===== src/rtl/pdp1_ctrl_pkg.sv =====
// pdp1_ctrl_pkg
//   Shared definitions for the Spacewar! control path.
//   - joystick_emu bit indices (per-player nibble, P2 at offset 4)
//   - io_data bit positions of the 18-bit IOT 011 control word
//   - fire shaper state encoding
//   - build_io_word(): packs a shaped snapshot into the control word
package pdp1_ctrl_pkg;

    // Bit indices inside one player's nibble of joystick_emu.
    localparam int JOY_FIRE   = 0;
    localparam int JOY_CCW    = 1;
    localparam int JOY_THRUST = 2;
    localparam int JOY_CW     = 3;
    localparam int JOY_P2_OFS = 4;

    // Control word layout.
    localparam int IO_W         = 18;
    localparam int IO_P1_CCW    = 17;
    localparam int IO_P1_CW     = 16;
    localparam int IO_P1_THRUST = 15;
    localparam int IO_P1_FIRE   = 14;
    localparam int IO_P2_CCW    = 3;
    localparam int IO_P2_CW     = 2;
    localparam int IO_P2_THRUST = 1;
    localparam int IO_P2_FIRE   = 0;

    typedef enum logic [1:0] {
        IDLE = 2'd0,
        FIRE = 2'd1,
        GAP  = 2'd2
    } fire_st_t;

    // Unused bit positions of the control word stay 0.
    function automatic logic [IO_W-1:0] build_io_word(input logic [7:0] shaped);
        logic [IO_W-1:0] w_word;
        w_word               = '0;
        w_word[IO_P1_CCW]    = shaped[JOY_CCW];
        w_word[IO_P1_CW]     = shaped[JOY_CW];
        w_word[IO_P1_THRUST] = shaped[JOY_THRUST];
        w_word[IO_P1_FIRE]   = shaped[JOY_FIRE];
        w_word[IO_P2_CCW]    = shaped[JOY_P2_OFS + JOY_CCW];
        w_word[IO_P2_CW]     = shaped[JOY_P2_OFS + JOY_CW];
        w_word[IO_P2_THRUST] = shaped[JOY_P2_OFS + JOY_THRUST];
        w_word[IO_P2_FIRE]   = shaped[JOY_P2_OFS + JOY_FIRE];
        return w_word;
    endfunction

endpackage


===== src/rtl/pdp1_spacewar_ctrl_fire_shaper.sv =====
// fire_shaper
//   Per-player fire-rate shaping (hold/gap autofire), advancing once per frame.
//   Ports:
//     clk, rst_n : clock, asynchronous active-low reset
//     tick       : one-cycle frame pulse; the FSM only moves on this cycle
//     fire_in    : fire bit of the snapshot being taken on this tick
//     fire_out   : shaped fire, high while in FIRE
//   Parameters:
//     FIRE_HOLD  : frames fire stays high once accepted (1..15), a minimum
//     FIRE_GAP   : frames fire is forced low between holds (0..15)
module fire_shaper
    import pdp1_ctrl_pkg::*;
#(
    parameter int FIRE_HOLD = 2,
    parameter int FIRE_GAP  = 3
) (
    input  logic clk,
    input  logic rst_n,
    input  logic tick,
    input  logic fire_in,
    output logic fire_out
);

    localparam logic [3:0] HOLD_LOAD = 4'(FIRE_HOLD - 1);
    localparam logic [3:0] GAP_LOAD  = (FIRE_GAP > 0) ? 4'(FIRE_GAP - 1) : 4'd0;
    localparam logic       HAS_GAP   = (FIRE_GAP > 0);

    fire_st_t   r_state;
    fire_st_t   w_state_nxt;
    logic [3:0] r_fcnt;
    logic [3:0] w_fcnt_nxt;

    always_ff @(posedge clk or negedge rst_n) begin
        if (!rst_n) begin
            r_state <= IDLE;
            r_fcnt  <= 4'd0;
        end else begin
            r_state <= w_state_nxt;
            r_fcnt  <= w_fcnt_nxt;
        end
    end

    // Counters run down regardless of fire_in; fire_in is only consulted when
    // a hold or gap has fully elapsed, so a released button never cuts a hold short.
    always_comb begin
        w_state_nxt = r_state;
        w_fcnt_nxt  = r_fcnt;
        if (tick) begin
            case (r_state)
                IDLE: begin
                    if (fire_in) begin
                        w_state_nxt = FIRE;
                        w_fcnt_nxt  = HOLD_LOAD;
                    end
                end
                FIRE: begin
                    if (r_fcnt != 4'd0) begin
                        w_fcnt_nxt = r_fcnt - 4'd1;
                    end else if (fire_in && HAS_GAP) begin
                        w_state_nxt = GAP;
                        w_fcnt_nxt  = GAP_LOAD;
                    end else if (fire_in) begin
                        w_fcnt_nxt = HOLD_LOAD;
                    end else begin
                        w_state_nxt = IDLE;
                    end
                end
                GAP: begin
                    if (r_fcnt != 4'd0) begin
                        w_fcnt_nxt = r_fcnt - 4'd1;
                    end else if (fire_in) begin
                        w_state_nxt = FIRE;
                        w_fcnt_nxt  = HOLD_LOAD;
                    end else begin
                        w_state_nxt = IDLE;
                    end
                end
                default: begin
                    w_state_nxt = IDLE;
                    w_fcnt_nxt  = 4'd0;
                end
            endcase
        end
    end

    assign fire_out = (r_state == FIRE);

endmodule


===== src/rtl/pdp1_spacewar_ctrl.sv =====
// pdp1_spacewar_ctrl
//   Frame-synchronous joystick snapshot with autofire shaping, served to the
//   PDP-1 as the IOT 011 control word.
//   Ports:
//     clk, rst_n    : clock, asynchronous active-low reset
//     joystick_emu  : 8-bit button vector {P2 CW,thrust,CCW,fire, P1 CW,thrust,CCW,fire}
//     frame_tick    : one-cycle pulse per video frame, takes the snapshot
//     swap_players  : quasi-static, exchanges the player nibbles at snapshot
//     iot_req       : one-cycle read request from the CPU
//     iot_ack       : one-cycle acknowledge, exactly one cycle after iot_req
//     io_data       : 18-bit control word, valid while iot_ack, 0 otherwise
//     snap_dbg      : current shaped snapshot in joystick_emu bit order
//
//   Handshake: iot_req is a single-cycle pulse with no back-pressure. Each
//   request sampled on a rising edge yields iot_ack high for exactly the next
//   cycle, with io_data carrying the shaped snapshot as it stood when the
//   request was sampled (a coincident frame_tick does not affect it).
//   Back-to-back requests give back-to-back acks.
module pdp1_spacewar_ctrl
    import pdp1_ctrl_pkg::*;
#(
    parameter int FIRE_HOLD = 2,
    parameter int FIRE_GAP  = 3
) (
    input  logic            clk,
    input  logic            rst_n,
    input  logic [7:0]      joystick_emu,
    input  logic            frame_tick,
    input  logic            swap_players,
    input  logic            iot_req,
    output logic            iot_ack,
    output logic [IO_W-1:0] io_data,
    output logic [7:0]      snap_dbg
);

    logic [7:0]      r_sticky;
    logic [7:0]      w_capture;
    logic [7:0]      w_snap_nxt;
    // Rotate/thrust bits of the snapshot; the fire bits live in the shapers.
    logic [2:0]      r_p1_move;
    logic [2:0]      r_p2_move;
    logic            w_p1_fire;
    logic            w_p2_fire;
    logic [7:0]      w_shaped;
    logic            r_ack;
    logic [IO_W-1:0] r_io_data;

    // Presses seen on the tick cycle itself land in this snapshot and are
    // not carried into the next frame.
    assign w_capture  = r_sticky | joystick_emu;
    assign w_snap_nxt = swap_players ? {w_capture[3:0], w_capture[7:4]} : w_capture;

    always_ff @(posedge clk or negedge rst_n) begin
        if (!rst_n) begin
            r_sticky  <= 8'd0;
            r_p1_move <= 3'd0;
            r_p2_move <= 3'd0;
        end else if (frame_tick) begin
            r_sticky  <= 8'd0;
            r_p1_move <= w_snap_nxt[JOY_CW:JOY_CCW];
            r_p2_move <= w_snap_nxt[JOY_P2_OFS+JOY_CW:JOY_P2_OFS+JOY_CCW];
        end else begin
            r_sticky  <= w_capture;
        end
    end

    fire_shaper #(
        .FIRE_HOLD (FIRE_HOLD),
        .FIRE_GAP  (FIRE_GAP)
    ) u_fire_p1 (
        .clk      (clk),
        .rst_n    (rst_n),
        .tick     (frame_tick),
        .fire_in  (w_snap_nxt[JOY_FIRE]),
        .fire_out (w_p1_fire)
    );

    fire_shaper #(
        .FIRE_HOLD (FIRE_HOLD),
        .FIRE_GAP  (FIRE_GAP)
    ) u_fire_p2 (
        .clk      (clk),
        .rst_n    (rst_n),
        .tick     (frame_tick),
        .fire_in  (w_snap_nxt[JOY_P2_OFS + JOY_FIRE]),
        .fire_out (w_p2_fire)
    );

    assign w_shaped = {r_p2_move, w_p2_fire, r_p1_move, w_p1_fire};

    // w_shaped still holds the pre-tick snapshot on the request cycle.
    always_ff @(posedge clk or negedge rst_n) begin
        if (!rst_n) begin
            r_ack     <= 1'b0;
            r_io_data <= '0;
        end else begin
            r_ack     <= iot_req;
            r_io_data <= iot_req ? build_io_word(w_shaped) : '0;
        end
    end

    assign iot_ack  = r_ack;
    assign io_data  = r_io_data;
    assign snap_dbg = w_shaped;

endmodule


===== config.mk =====
export PLATFORM = sky130hd
export DESIGN_NAME = pdp1_spacewar_ctrl
export DESIGN_NICKNAME = d
export VERILOG_FILES = /design/src/rtl/pdp1_ctrl_pkg.sv /design/src/rtl/pdp1_spacewar_ctrl_fire_shaper.sv /design/src/rtl/pdp1_spacewar_ctrl.sv
export SDC_FILE = /design/constraint.sdc
export NUM_CORES = 1
export LEC_CHECK = 0
export CAP_MARGIN = 20
export CORE_MARGIN = 2
export CORE_UTILIZATION = 45
export CTS_CLUSTER_SIZE = 20
export DETAILED_ROUTE_END_ITERATION = 7
export MAX_ROUTING_LAYER = met4
export PLACE_DENSITY_LB_ADDON = 0.08
export REMOVE_ABC_BUFFERS = 1
export SLEW_MARGIN = 10
export SYNTH_ARGS = -nofsm -noshare
export SYNTH_HDL_FRONTEND = slang
export SYNTH_SLANG_ARGS = --single-unit

===== constraint.sdc =====
create_clock -name clk -period 1.5 [get_ports clk]
set_input_delay 0.225 -clock clk [delete_from_list [all_inputs] [get_ports clk]]
set_output_delay 0.225 -clock clk [all_outputs]
set_load 0.1 [all_outputs]

Word-level counts from Yosys, hierarchy flattened
Index checks and enable logic that the tools add are counted.
{"block": "classes", "add_sub_neg": 2, "n_eq_ne": 12, "n_mux": 25, "bitwise_logic": 1, "reduce_logical": 8}
{"operator": "4-bit 2-to-1 mux", "count": 8}
{"operator": "4-bit one-hot mux with 3 select lines", "count": 2}
{"operator": "18-bit 2-to-1 mux", "count": 1}
{"operator": "2-bit 2-to-1 mux", "count": 8}
{"operator": "8-bit 2-to-1 mux", "count": 2}
{"operator": "2-bit != test (second input constant)", "count": 6}
{"operator": "2-bit one-hot mux with 3 select lines", "count": 2}
{"operator": "8-bit bitwise OR", "count": 1}
{"operator": "4-bit AND reduction", "count": 2}
{"operator": "4-bit nonzero test", "count": 2}
{"operator": "4-bit by 1-bit subtractor with 4-bit output (second input constant)", "count": 2}
{"operator": "3-bit != test (second input constant)", "count": 2}
{"operator": "2-bit by 1-bit equality test with 1-bit output (second input constant)", "count": 2}
{"operator": "2-bit equality test (second input constant)", "count": 2}
{"operator": "2-bit logical NOT", "count": 2}
{"operator": "2-bit AND reduction", "count": 2}
{"operator": "1-bit 2-to-1 mux", "count": 2}
{"block": "totals", "reg_bits": 45, "output_inout_bits": 27}

Logic depth before layout (Yosys ltp)
Gate-level depths: netlist (run 1).
{"block": "depth", "word_depth": 5, "ltp_mapped": 6, "mapped_depth_nobuf": 6}

Cells and area by module
A second synthesis (run 1) with hierarchy kept.
{"block": "unflattened", "cells_unflattened": 163, "hier_area_um2": 1736.7}
{"module": "pdp1_spacewar_ctrl", "n_inst": 1, "cells_per_inst": 79, "area_each_um2": 920.9, "seq_area_each_um2": 575.6}
{"module": "fire_shaper", "n_inst": 2, "cells_per_inst": 42, "area_each_um2": 407.9, "seq_area_each_um2": 150.1}

Worst setup path before layout (run 1)
No wires, ideal clock.
{"block": "synth_path", "path_type": "register to register", "from": "reg u_fire_p2.r_fcnt[0]", "to": "reg u_fire_p2.r_fcnt[0]", "arrival_ns": 1.492, "required_time_ns": 1.368, "slack_ns": -0.124, "path_stages_with_launch": 7, "synth_period_minus_slack_ns": 1.624, "path_cell_list": "dfrtp_1 inv_1 ha_1 or3b_4 and2_4 o311ai_2 mux2i_1"}
{"block": "synth_via", "elab_chain_len": 3}
{"element": "start, declared", "line": "pdp1_spacewar_ctrl_fire_shaper.sv:30", "text": "logic [3:0] r_fcnt;"}
{"element": "start signal, assigned", "line": "pdp1_spacewar_ctrl_fire_shaper.sv:39", "text": "r_fcnt <= w_fcnt_nxt;"}
{"element": "4-bit by 1-bit subtractor with 4-bit output, or another cell as far along", "line": "pdp1_spacewar_ctrl_fire_shaper.sv:58, pdp1_spacewar_ctrl_fire_shaper.sv:70"}
{"element": "4-bit 2-to-1 mux, or another cell as far along", "line": "pdp1_spacewar_ctrl_fire_shaper.sv:69", "text": "if (r_fcnt != 4'd0) begin"}
{"element": "4-bit one-hot mux with 3 select lines / 2-bit AND reduction (equally long branches)"}
Parallel ways exist; a longest one is shown, timed or not.
A chain may end at the register's enable or synchronous reset.

Worst setup path in the final report (run 1)
{"block": "layout_path", "from": "reg u_fire_p1.r_fcnt[0]", "to": "reg u_fire_p1.r_fcnt[0]"}
{"block": "layout_via", "elab_chain_len": 3}
{"element": "start, declared", "line": "pdp1_spacewar_ctrl_fire_shaper.sv:30"}
{"element": "start signal, assigned", "line": "pdp1_spacewar_ctrl_fire_shaper.sv:39"}
{"element": "4-bit by 1-bit subtractor with 4-bit output, or another cell as far along", "line": "pdp1_spacewar_ctrl_fire_shaper.sv:58, pdp1_spacewar_ctrl_fire_shaper.sv:70"}
{"element": "4-bit 2-to-1 mux, or another cell as far along", "line": "pdp1_spacewar_ctrl_fire_shaper.sv:69"}
{"element": "4-bit one-hot mux with 3 select lines / 2-bit AND reduction (equally long branches)"}
Parallel ways exist; a longest one is shown, timed or not.

==> results of run 1 <==
## synthesized netlist by cell type, drive strengths merged (5+ instances only)
cell type,number,area (µm²)
buf,13,95.09
a21oi,6,33.78
dfrtp,35,875.8
nand2b,5,31.28
nor2,19,71.32
and2,10,67.57
inv,8,30.03
clkbuf,6,22.52
nand2,10,37.54
mux2,6,67.56
o21ai,22,110.1
## worst max path at each step
stage | startpoint | end | slack (ns) | depth (start not counted)
after global routing | u_fire_p1.r_fcnt[0]$_DFFE_PN0P_ | u_fire_p1.r_fcnt[0]$_DFFE_PN0P_ | -0.20 | 6
after floorplan | u_fire_p1.r_state[1]$_DFFE_PN0P_ | u_fire_p1.r_fcnt[1]$_DFFE_PN0P_ | -0.19 | 4
after CTS | u_fire_p1.r_fcnt[1]$_DFFE_PN0P_ | u_fire_p1.r_fcnt[0]$_DFFE_PN0P_ | -0.11 | 6
after global placement | swap_players | u_fire_p2.r_fcnt[2]$_DFFE_PN0P_ | -0.26 | 5
after detailed placement | swap_players | u_fire_p2.r_fcnt[1]$_DFFE_PN0P_ | -0.33 | 5
final | u_fire_p1.r_fcnt[0]$_DFFE_PN0P_ | u_fire_p1.r_fcnt[0]$_DFFE_PN0P_ | -0.16 | 6
## per-layer routing
metal,part of all wire [%],GRT usage [%],up-vias
met5,0,-,-
met3,3.8,4.000,6
met1,41,23.43,782
li1,-,-,728
met4,1.4,8.163,0
met2,54,37.87,35
## cells by family (layout without fill, tap and decap cells)
logic type                 Yosys count  in the layout  synth area share (%)
other                                1             10                0.2057
muxes                                8              8                 4.804
and+or+nand+nor                     60             60                 18.19
adders and majority gates            2              2                 1.372
DFF                                 35             35                 48.04
buffers and inverters               27             72                 8.099
AOI/OAI and AO/OA                   51             51                 19.29
## cells in the final DEF, fill, tap and decap left out, types with 2 or more instances in the layout
| cell | synthesis | routed |
|---|---|---|
| dfrtp_2 | 0 | 3 |
| nand2_1 | 10 | 9 |
| or3b_4 | 2 | 2 |
| a21o_1 | 2 | 2 |
| nor2_1 | 19 | 19 |
| mux2_2 | 6 | 6 |
| inv_2 | 0 | 5 |
| inv_1 | 8 | 3 |
| buf_4 | 12 | 23 |
| o221a_1 | 2 | 2 |
| ha_4 | 0 | 2 |
| clkdlybuf4s50_1 | 0 | 11 |
| clkbuf_8 | 0 | 7 |
| and2_1 | 8 | 8 |
| and2_4 | 2 | 2 |
| or3_1 | 3 | 3 |
| mux2i_1 | 2 | 2 |
| a21oi_1 | 5 | 5 |
| buf_12 | 0 | 18 |
| conb_1 | 1 | 10 |
| nor3_2 | 0 | 2 |
| o2bb2ai_1 | 2 | 2 |
| o21ai_0 | 21 | 20 |
| dfrtp_1 | 35 | 32 |
| buf_6 | 0 | 3 |
| nor3b_4 | 0 | 2 |
| a22o_1 | 2 | 2 |
| o311ai_2 | 1 | 2 |
| nand2b_1 | 5 | 3 |
## registers in the layout, summed over array words and instances, names as in the netlist
name and cells:
r_p1_move 3, io_data 8, u_fire_p1.r_state 2, r_p2_move 3, u_fire_p1.r_fcnt 4, iot_ack 1, u_fire_p2.r_state 2, r_sticky 8
u_fire_p2.r_fcnt 4
## critical path, delay by kind of cell, from the launching register on
family,cells,cell delay (ns)
DFF,1,0.42
and+or+nand+nor,2,0.55
buffers and inverters,1,0.09
muxes,1,0.16
AOI/OAI and AO/OA,1,0.23
adders and majority gates,1,0.13
## final cells by class
class | count | area share [%]
multi-input cells | 131 | 35.23
flip-flops and latches | 35 | 32.34
repair buffers | 56 | 25.34
clock buffers | 8 | 3.680
well taps | 50 | 2.300
inverters | 8 | 1.104
## power by group
group | internal, µW | switching (µW) | leakage (µW)
clock network | 419 | 326 | 0.0000515
logic | 1520 | 1880 | 0.000753
registers | 1180 | 261 | 0.000429
## metrics by stage
step / utilization, % / hold WS, ns / worst slack, ns / instances
finish: 68.99 / 0.3115 / -0.1561 / 288
global route: 68.99 / 0.3233 / -0.1995 / 288
CTS: 66.52 / 0.3181 / -0.1083 / 285
detailed placement: 60.93 / 0.4945 / -0.3299 / 270
global placement: 60.93 / 0.4756 / -0.2573 / 270
floorplan: - / -0.07059 / -0.1864 / 174
## what timing repair did
| action | CTS | global route |
|---|---|---|
| buffers inserted | 8 | 3 |
| resized for setup | 17 | 19 |
| pin swaps | 11 | 7 |
| endpoints found under the setup margin | 11 | 13 |
==> results.json, run 1 <==
{
  "grt_max_degree": 36,
  "nets": 252,
  "place_area_um2": 2402,
  "overflow": 0,
  "fin_crit_ns": 1.656,
  "synthCells": 184,
  "synthArstFlopShare_pct": 100.0,
  "grt_setup_unrepaired": "yes",
  "syn_avg_cell_area_um2": 9.908,
  "p_leak_uw": 0.001233,
  "route.detailed.drc": 0,
  "path_cells": "inv_2, ha_4, or3b_4, and2_4, o221a_1, mux2i_1",
  "setup_viol": 7,
  "hold_path.class": "input pin to asynchronous set/reset pin",
  "syn_to_final_growth_pct": 49.21,
  "skew_ns": 0.006710,
  "die-height_um": 67.65,
  "ys_seq_elements": 35,
  "first_pass_iters": 4,
  "antenna_found_initial": 0,
  "clock_latency_ns": 0.29,
  "io_buffers": 29,
  "cts.reportedPaths.clkPinSlew_ns": 0.06,
  "routedWlPerCell_um": 14.96,
  "totalWireLength_um": 4308,
  "ant_nets": 0,
  "seq_area_um2": 879.6,
  "cp_data_arrival_time_ns": 1.85,
  "critPathMaxStageDelay_ns": 0.42,
  "n_fill_cell": 298,
  "slowest_stage": "dfrtp_1",
  "slew_viol_final": 0,
  "start_kind": "flip-flop",
  "max-cap-violations": 0,
  "dpl.hpwl_um": 2942,
  "n_antenna_cell": 0,
  "r2r-end": "u_fire_p1.r_fcnt[0]$_DFFE_PN0P_",
  "rows": 23,
  "layout-drive-gt1-share_pct": 37.39,
  "fmax_mhz": 603.8,
  "synth_edf_count": 0,
  "rr_worst_depth": 6,
  "vias": 1551,
  "finalInstanceArea_um2": 2720,
  "yosysWarnings": 0,
  "layout_setup_ws_ns": -0.1561,
  "rrSetupSlack_ns": -0.16,
  "tritoncts": "yes",
  "dieArea_um2": 4577,
  "ctsHoldBuffers": 0,
  "hold_viol": 0,
  "r2r-start": "u_fire_p1.r_fcnt[0]$_DFFE_PN0P_",
  "ios": 40,
  "failed_checks": "negative setup slack",
  "cp.required_ns": 1.70,
  "synth.cell_area_um2": 1823,
  "vias_per_cell": 5.385,
  "globalRouteTotalUtil_pct": 21.30,
  "setup_tns_ns": -0.5014,
  "drt-initial-drc-count": 134,
  "seq_area_frac_synth_pct": 48.04,
  "cp-end-kind": "flip-flop",
  "die_width_um": 67.65,
  "finalPower_uw": 5585,
  "core_um2": 3943,
  "start_util_pct": 46.24,
  "place.gp.congestion": 0.9008,
  "outcome": "finished, violations left",
  "cts_buffers": 5,
  "htree_levels": 2,
  "ys.flop_type": "dfrtp_1",
  "cts-root-buf": "clkbuf_8",
  "peakVddDrop_uv": 1500,
  "power-per-cell-area_nw_per_um2": 2053,
  "yosysUniqueCellTypes": 45,
  "cts.sinks": 35,
  "grt_pass1_wl_um": 6941,
  "critical_path_class": "flip-flop to flip-flop",
  "grt_pass1_vias": 1520,
  "cts_buffer_depth": 2,
  "multi_input_area_um2": 958.4,
  "cp_max_fo": 3,
  "min_period_over_period_pct": 110.4
}
Note: power is estimated with default switching activity, not from simulation.
==> inputs of run 2 (changes only) <==
--- a/config.mk
+++ b/config.mk
@@ -6,6 +6,7 @@
 export NUM_CORES = 1
 export LEC_CHECK = 0
 export CAP_MARGIN = 20
+export CORE_ASPECT_RATIO = 0.5
 export CORE_MARGIN = 2
 export CORE_UTILIZATION = 45
 export CTS_CLUSTER_SIZE = 20
==> results.json, run 2 (same netlist as run 1, synthesis figures left out) <==
{
  "layout_common_cells": "dfrtp_1 (33), buf_4 (24), nor2_1 (19)",
  "rr_worst_depth": 6,
  "fmax_mhz": 607.7,
  "die_width_um": 94.01,
  "layout_setup_ws_ns": -0.1456,
  "overflow": 0,
  "grt_setup_unrepaired": "yes",
  "route.detailed.drc": 0,
  "peakVddDrop_uv": 1548,
  "die-height_um": 49.01,
  "nets": 254,
  "grt_pass1_wl_um": 7058,
  "wl_met1_um": 1858,
  "ant_nets": 0,
  "slew_viol_final": 0,
  "hold_viol": 0,
  "startpoint": "u_fire_p1.r_fcnt[0]$_DFFE_PN0P_",
  "rows": 16,
  "finalInstanceArea_um2": 2781,
  "multi_input_area_um2": 994.7,
  "rrSetupSlack_ns": -0.15,
  "failed_checks": "negative setup slack",
  "dpl.cell_count": 282,
  "r2r-end": "u_fire_p1.r_fcnt[0]$_DFFE_PN0P_",
  "cp-end-kind": "flip-flop",
  "hold_path.class": "input pin to asynchronous set/reset pin",
  "io_buffers": 29,
  "n_fill_cell": 275,
  "wl_met2_um": 2115,
  "vias_per_cell": 5.283,
  "stdcell_count": 293,
  "antenna_found_initial": 0,
  "power-per-cell-area_nw_per_um2": 2090,
  "maxUsedRoutingLayer": "met4",
  "tritoncts": "yes",
  "r2r-start": "u_fire_p1.r_fcnt[0]$_DFFE_PN0P_",
  "dpl.hpwl_um": 2991,
  "totalWireLength_um": 4183,
  "cp.required_ns": 1.71,
  "cp_data_arrival_time_ns": 1.85,
  "grt_max_degree": 36,
  "holdWs_ns": 0.3242,
  "grt_pass1_vias": 1615,
  "n_antenna_cell": 0,
  "min_period_over_period_pct": 109.7,
  "clock_latency_ns": 0.28,
  "drt-initial-drc-count": 27,
  "start_kind": "flip-flop",
  "place.gp.congestion": 0.8019,
  "setup_viol": 7,
  "outcome": "finished, violations left",
  "skew_ns": 0.004282,
  "fin_crit_ns": 1.646,
  "globalRouteTotalUtil_pct": 20.50,
  "cts_buffers": 5,
  "routedWlPerCell_um": 14.28,
  "critical_path_class": "flip-flop to flip-flop",
  "p_leak_uw": 0.001243,
  "ios": 40,
  "dieArea_um2": 4607,
  "max-cap-violations": 0,
  "syn_to_final_growth_pct": 52.57,
  "place_area_um2": 2467,
  "cts-root-buf": "clkbuf_8",
  "seq_area_um2": 878.3,
  "final_common_cell": "dfrtp_1",
  "vias": 1548,
  "cp_max_fo": 3,
  "htree_levels": 2,
  "layout-drive-gt1-share_pct": 38.91,
  "ctsHoldBuffers": 0,
  "wl_met3_um": 135,
  "first_pass_iters": 4,
  "cts_buffer_depth": 2,
  "cts.reportedPaths.clkPinSlew_ns": 0.07,
  "start_util_pct": 46.70,
  "core_um2": 3904,
  "cts.sinks": 35,
  "timing.critical_path.to": "u_fire_p1.r_fcnt[0]$_DFFE_PN0P_",
  "fin_util_pct": 71.25
}
## run 2: what timing repair did
action	CTS	global route
cloned	0	0
hold endpoints to repair	0	0
pin swaps	11	8
resized for setup	20	25
endpoints found under the setup margin	12	13
buffers inserted	4	0
## run 2: area by class of cell
class,instances,area share (%)
flip-flops and latches,35,31.58
inverters,8,1.080
repair buffers,58,25.46
well taps,54,2.429
clock inverters,1,1.080
clock buffers,6,2.609
multi-input cells,131,35.76
## run 2: worst min path at each step
stage | slack, ns | cells after the start | to | start
final | 0.32 | 2 | u_fire_p2.r_fcnt[0]$_DFFE_PN0P_ | rst_n
after CTS | 0.34 | 2 | io_data[0]$_DFF_PN0_ | rst_n
after global routing | 0.34 | 2 | io_data[0]$_DFF_PN0_ | rst_n
after global placement | 0.48 | 2 | r_sticky[7]$_DFF_PN0_ | r_sticky[7]$_DFF_PN0_
after detailed placement | 0.49 | 2 | r_sticky[2]$_DFF_PN0_ | r_sticky[2]$_DFF_PN0_
after floorplan | -0.07 | 0 | io_data[0]$_DFF_PN0_ | rst_n
## run 2: stage by stage
step	setup TNS (ns)	setup WS (ns)	total power, µW
after floorplan	-0.6416	-0.1864	3174
after CTS	-0.5586	-0.1574	5485
after detailed placement	-2.782	-0.3020	4369
after global routing	-0.8942	-0.2038	6117
final	-0.4424	-0.1456	5814
after global placement	-2.131	-0.2197	4299
## run 2: power breakdown
group	total (µW)	internal, µW	switching (µW)	leakage (µW)
Sequential	1480	1180	303	0.000431
Clock	804	487	317	0.0000513
Combinational	3530	1620	1910	0.000761
Total	5810	3290	2530	0.00124
## run 2: routing by layer
| metal | global-route usage (%) | vias to the layer above |
|---|---|---|
| met5 | - | - |
| met4 | 9.903 | 0 |
| met3 | 4.637 | 9 |
| met2 | 35.12 | 35 |
| met1 | 22.85 | 765 |
| li1 | - | 739 |
## run 2: critical path: stages, from the launching register on
cell and delay (ns):
dfrtp_1 0.40, inv_2 0.07, ha_4 0.14, or3b_4 0.40, and2_4 0.19, o221a_1 0.23
mux2i_1 0.14
==> inputs of run 3 (changes only) <==
--- a/config.mk
+++ b/config.mk
@@ -8,8 +8,8 @@
 export CAP_MARGIN = 20
 export CORE_ASPECT_RATIO = 0.5
 export CORE_MARGIN = 2
-export CORE_UTILIZATION = 45
-export CTS_CLUSTER_SIZE = 20
+export CORE_UTILIZATION = 43
+export CTS_CLUSTER_SIZE = 10
 export DETAILED_ROUTE_END_ITERATION = 7
 export MAX_ROUTING_LAYER = met4
 export PLACE_DENSITY_LB_ADDON = 0.08
==> constraint.sdc (replaced) <==
create_clock -name clk -period 1.82 [get_ports clk]
set_input_delay 0.273 -clock clk [delete_from_list [all_inputs] [get_ports clk]]
set_output_delay 0.273 -clock clk [all_outputs]
set_load 0.1 [all_outputs]
==> results.json, run 3 (same netlist as run 1, synthesis figures left out) <==
{
  "outcome": "finished, final reports clean",
  "syn_to_final_growth_pct": 24.02,
  "hold_viol": 0,
  "htree_levels": 2,
  "setup_tns_ns": 0,
  "grt_pass1_vias": 1322,
  "power-per-cell-area_nw_per_um2": 1650,
  "cp.required_ns": 1.98,
  "setup_viol": 0,
  "p_switching_uw": 1753,
  "layout-drive-gt1-share_pct": 23.64,
  "io_buffers": 29,
  "die-height_um": 50.04,
  "slew_viol_final": 0,
  "tritoncts": "yes",
  "layout_common_cells": "dfrtp_1 (35), buf_4 (24), o21ai_0 (21)",
  "cp_data_arrival_time_ns": 1.90,
  "critical_path_class": "flip-flop to flip-flop",
  "clock_latency_ns": 0.28,
  "skew_ns": 0.006468,
  "n_fill_cell": 360,
  "grt_pass1_wl_um": 5802,
  "cts.reportedPaths.clkPinSlew_ns": 0.07,
  "hold_path.class": "input pin to asynchronous set/reset pin",
  "ant_nets": 0,
  "layout_setup_ws_ns": 0.07960,
  "cts_buffers": 5,
  "overflow": 0,
  "pre_cts_slack_ns": -0.01655,
  "first_pass_iters": 4,
  "nets": 234,
  "final_common_cell": "dfrtp_1",
  "cts_buffer_depth": 2,
  "finalInstanceArea_um2": 2261,
  "place_area_um2": 2147,
  "p_sw_share_pct": 46.99,
  "max-cap-violations": 0,
  "dpl.cell_count": 266,
  "fin_crit_ns": 1.740,
  "globalRouteTotalUtil_pct": 16.04,
  "core_um2": 3984,
  "n_antenna_cell": 0,
  "place.gp.congestion": 0.8312,
  "drt-initial-drc-count": 56,
  "antenna_found_initial": 0,
  "routedWlPerCell_um": 12.54,
  "totalWireLength_um": 3435,
  "ios": 40,
  "dieArea_um2": 4808,
  "peakVddDrop_uv": 1164,
  "cts.sinks": 35,
  "cp_max_fo": 4,
  "die_width_um": 96.08,
  "fmax_mhz": 574.6,
  "clock_power_share_pct": 14.7,
  "seq_power_share_pct": 31.8,
  "dpl.hpwl_um": 2556,
  "finalPower_uw": 3731,
  "p_int_uw": 1978,
  "cts-root-buf": "clkbuf_8",
  "vias_per_cell": 5.036,
  "ctsHoldBuffers": 0,
  "vias": 1380,
  "stdcell_count": 274,
  "p_leak_uw": 0.001038,
  "combPwrFrac_pct": 53.5,
  "rows": 16,
  "grt_max_degree": 36,
  "route.detailed.drc": 0,
  "cts_setup_buffers": 0,
  "cp-end-kind": "flip-flop",
  "start_util_pct": 45.76,
  "min_period_over_period_pct": 95.63,
  "grt_setup_unrepaired": "no",
  "start_kind": "flip-flop"
}
==> run 3: cell count changes in the layout (fill, tap and decap cells not counted), moves of 3 or more <==
cell,change
buf_12,-16
inv_1,+5
inv_2,-5
o21ai_0,+5
buf_6,-4
o21ai_1,-4
nor3b_2,+3
nor3b_4,-3
o31ai_1,+3
==> run 3: per-stage QoR <==
step           hold slack, ns  utilization, %
6_report               0.4037           56.75
5_1_grt                0.4683           56.75
4_1_cts                0.4356           56.12
3_5_place_dp           0.4902           53.89
3_3_place_gp           0.4785           53.89
2_1_floorplan        -0.02259               -
==> run 3: worst max-delay path: stages, from the launching register on <==
cell	delay (ns)
dfrtp_1	0.38
inv_1	0.09
ha_1	0.20
or3b_4	0.42
and2_4	0.18
o311ai_2	0.25
mux2i_1	0.11
==> run 3: power by group through the flow <==
stage                     logic (µW)  clock network [µW]  registers [µW]
after floorplan                 1100                   0            1520
after global placement          1950                   0            1200
after detailed placement        1960                   0            1190
after CTS                       1970                 573            1180
after global routing            2140                 603            1220
final                           2000                 548            1190
==> run 3: layout make-up <==
cell class	instances	area [µm²]	share of cell area, %
multi-input combinational	131	858.3	37.96
clock inverter	3	20.02	0.8854
clock buffer	5	68.82	3.044
inverter	8	30.03	1.328
sequential	35	875.8	38.74
tap	54	67.56	2.988
timing repair buffer	38	340.3	15.05
==> run 3: final timing paths <==
| path | cells after the start | slack [ns] | endpoint | start |
|---|---|---|---|---|
| min in group clk | 2 | 0.50 | r_sticky[1]$_DFF_PN0_ | r_sticky[1]$_DFF_PN0_ |
| min | 2 | 0.40 | u_fire_p2.r_fcnt[3]$_DFFE_PN0P_ | rst_n |
| max reg2reg | 6 | 0.08 | u_fire_p2.r_fcnt[0]$_DFFE_PN0P_ | u_fire_p2.r_fcnt[0]$_DFFE_PN0P_ |
| min reg2reg | 2 | 0.50 | r_sticky[1]$_DFF_PN0_ | r_sticky[1]$_DFF_PN0_ |
| max in group asynchronous | 2 | 1.09 | io_data[3]$_DFF_PN0_ | rst_n |
| max | 6 | 0.08 | u_fire_p2.r_fcnt[0]$_DFFE_PN0P_ | u_fire_p2.r_fcnt[0]$_DFFE_PN0P_ |
==> run 3: metal layers <==
metal  vias up  part of all wire (%)  track usage, %
met5         -                     0               -
met4         0                  0.70           5.238
met3         2                   4.0           4.128
met2        26                    48           25.93
met1       658                    47           19.67
li1        694                     -               -
==> run 3: repair_timing <==
action | 4_1_cts | 5_1_grt
hold endpoints to repair | 0 | 0
gates resized for setup | 0 | 4
setup endpoints to repair | 0 | 2
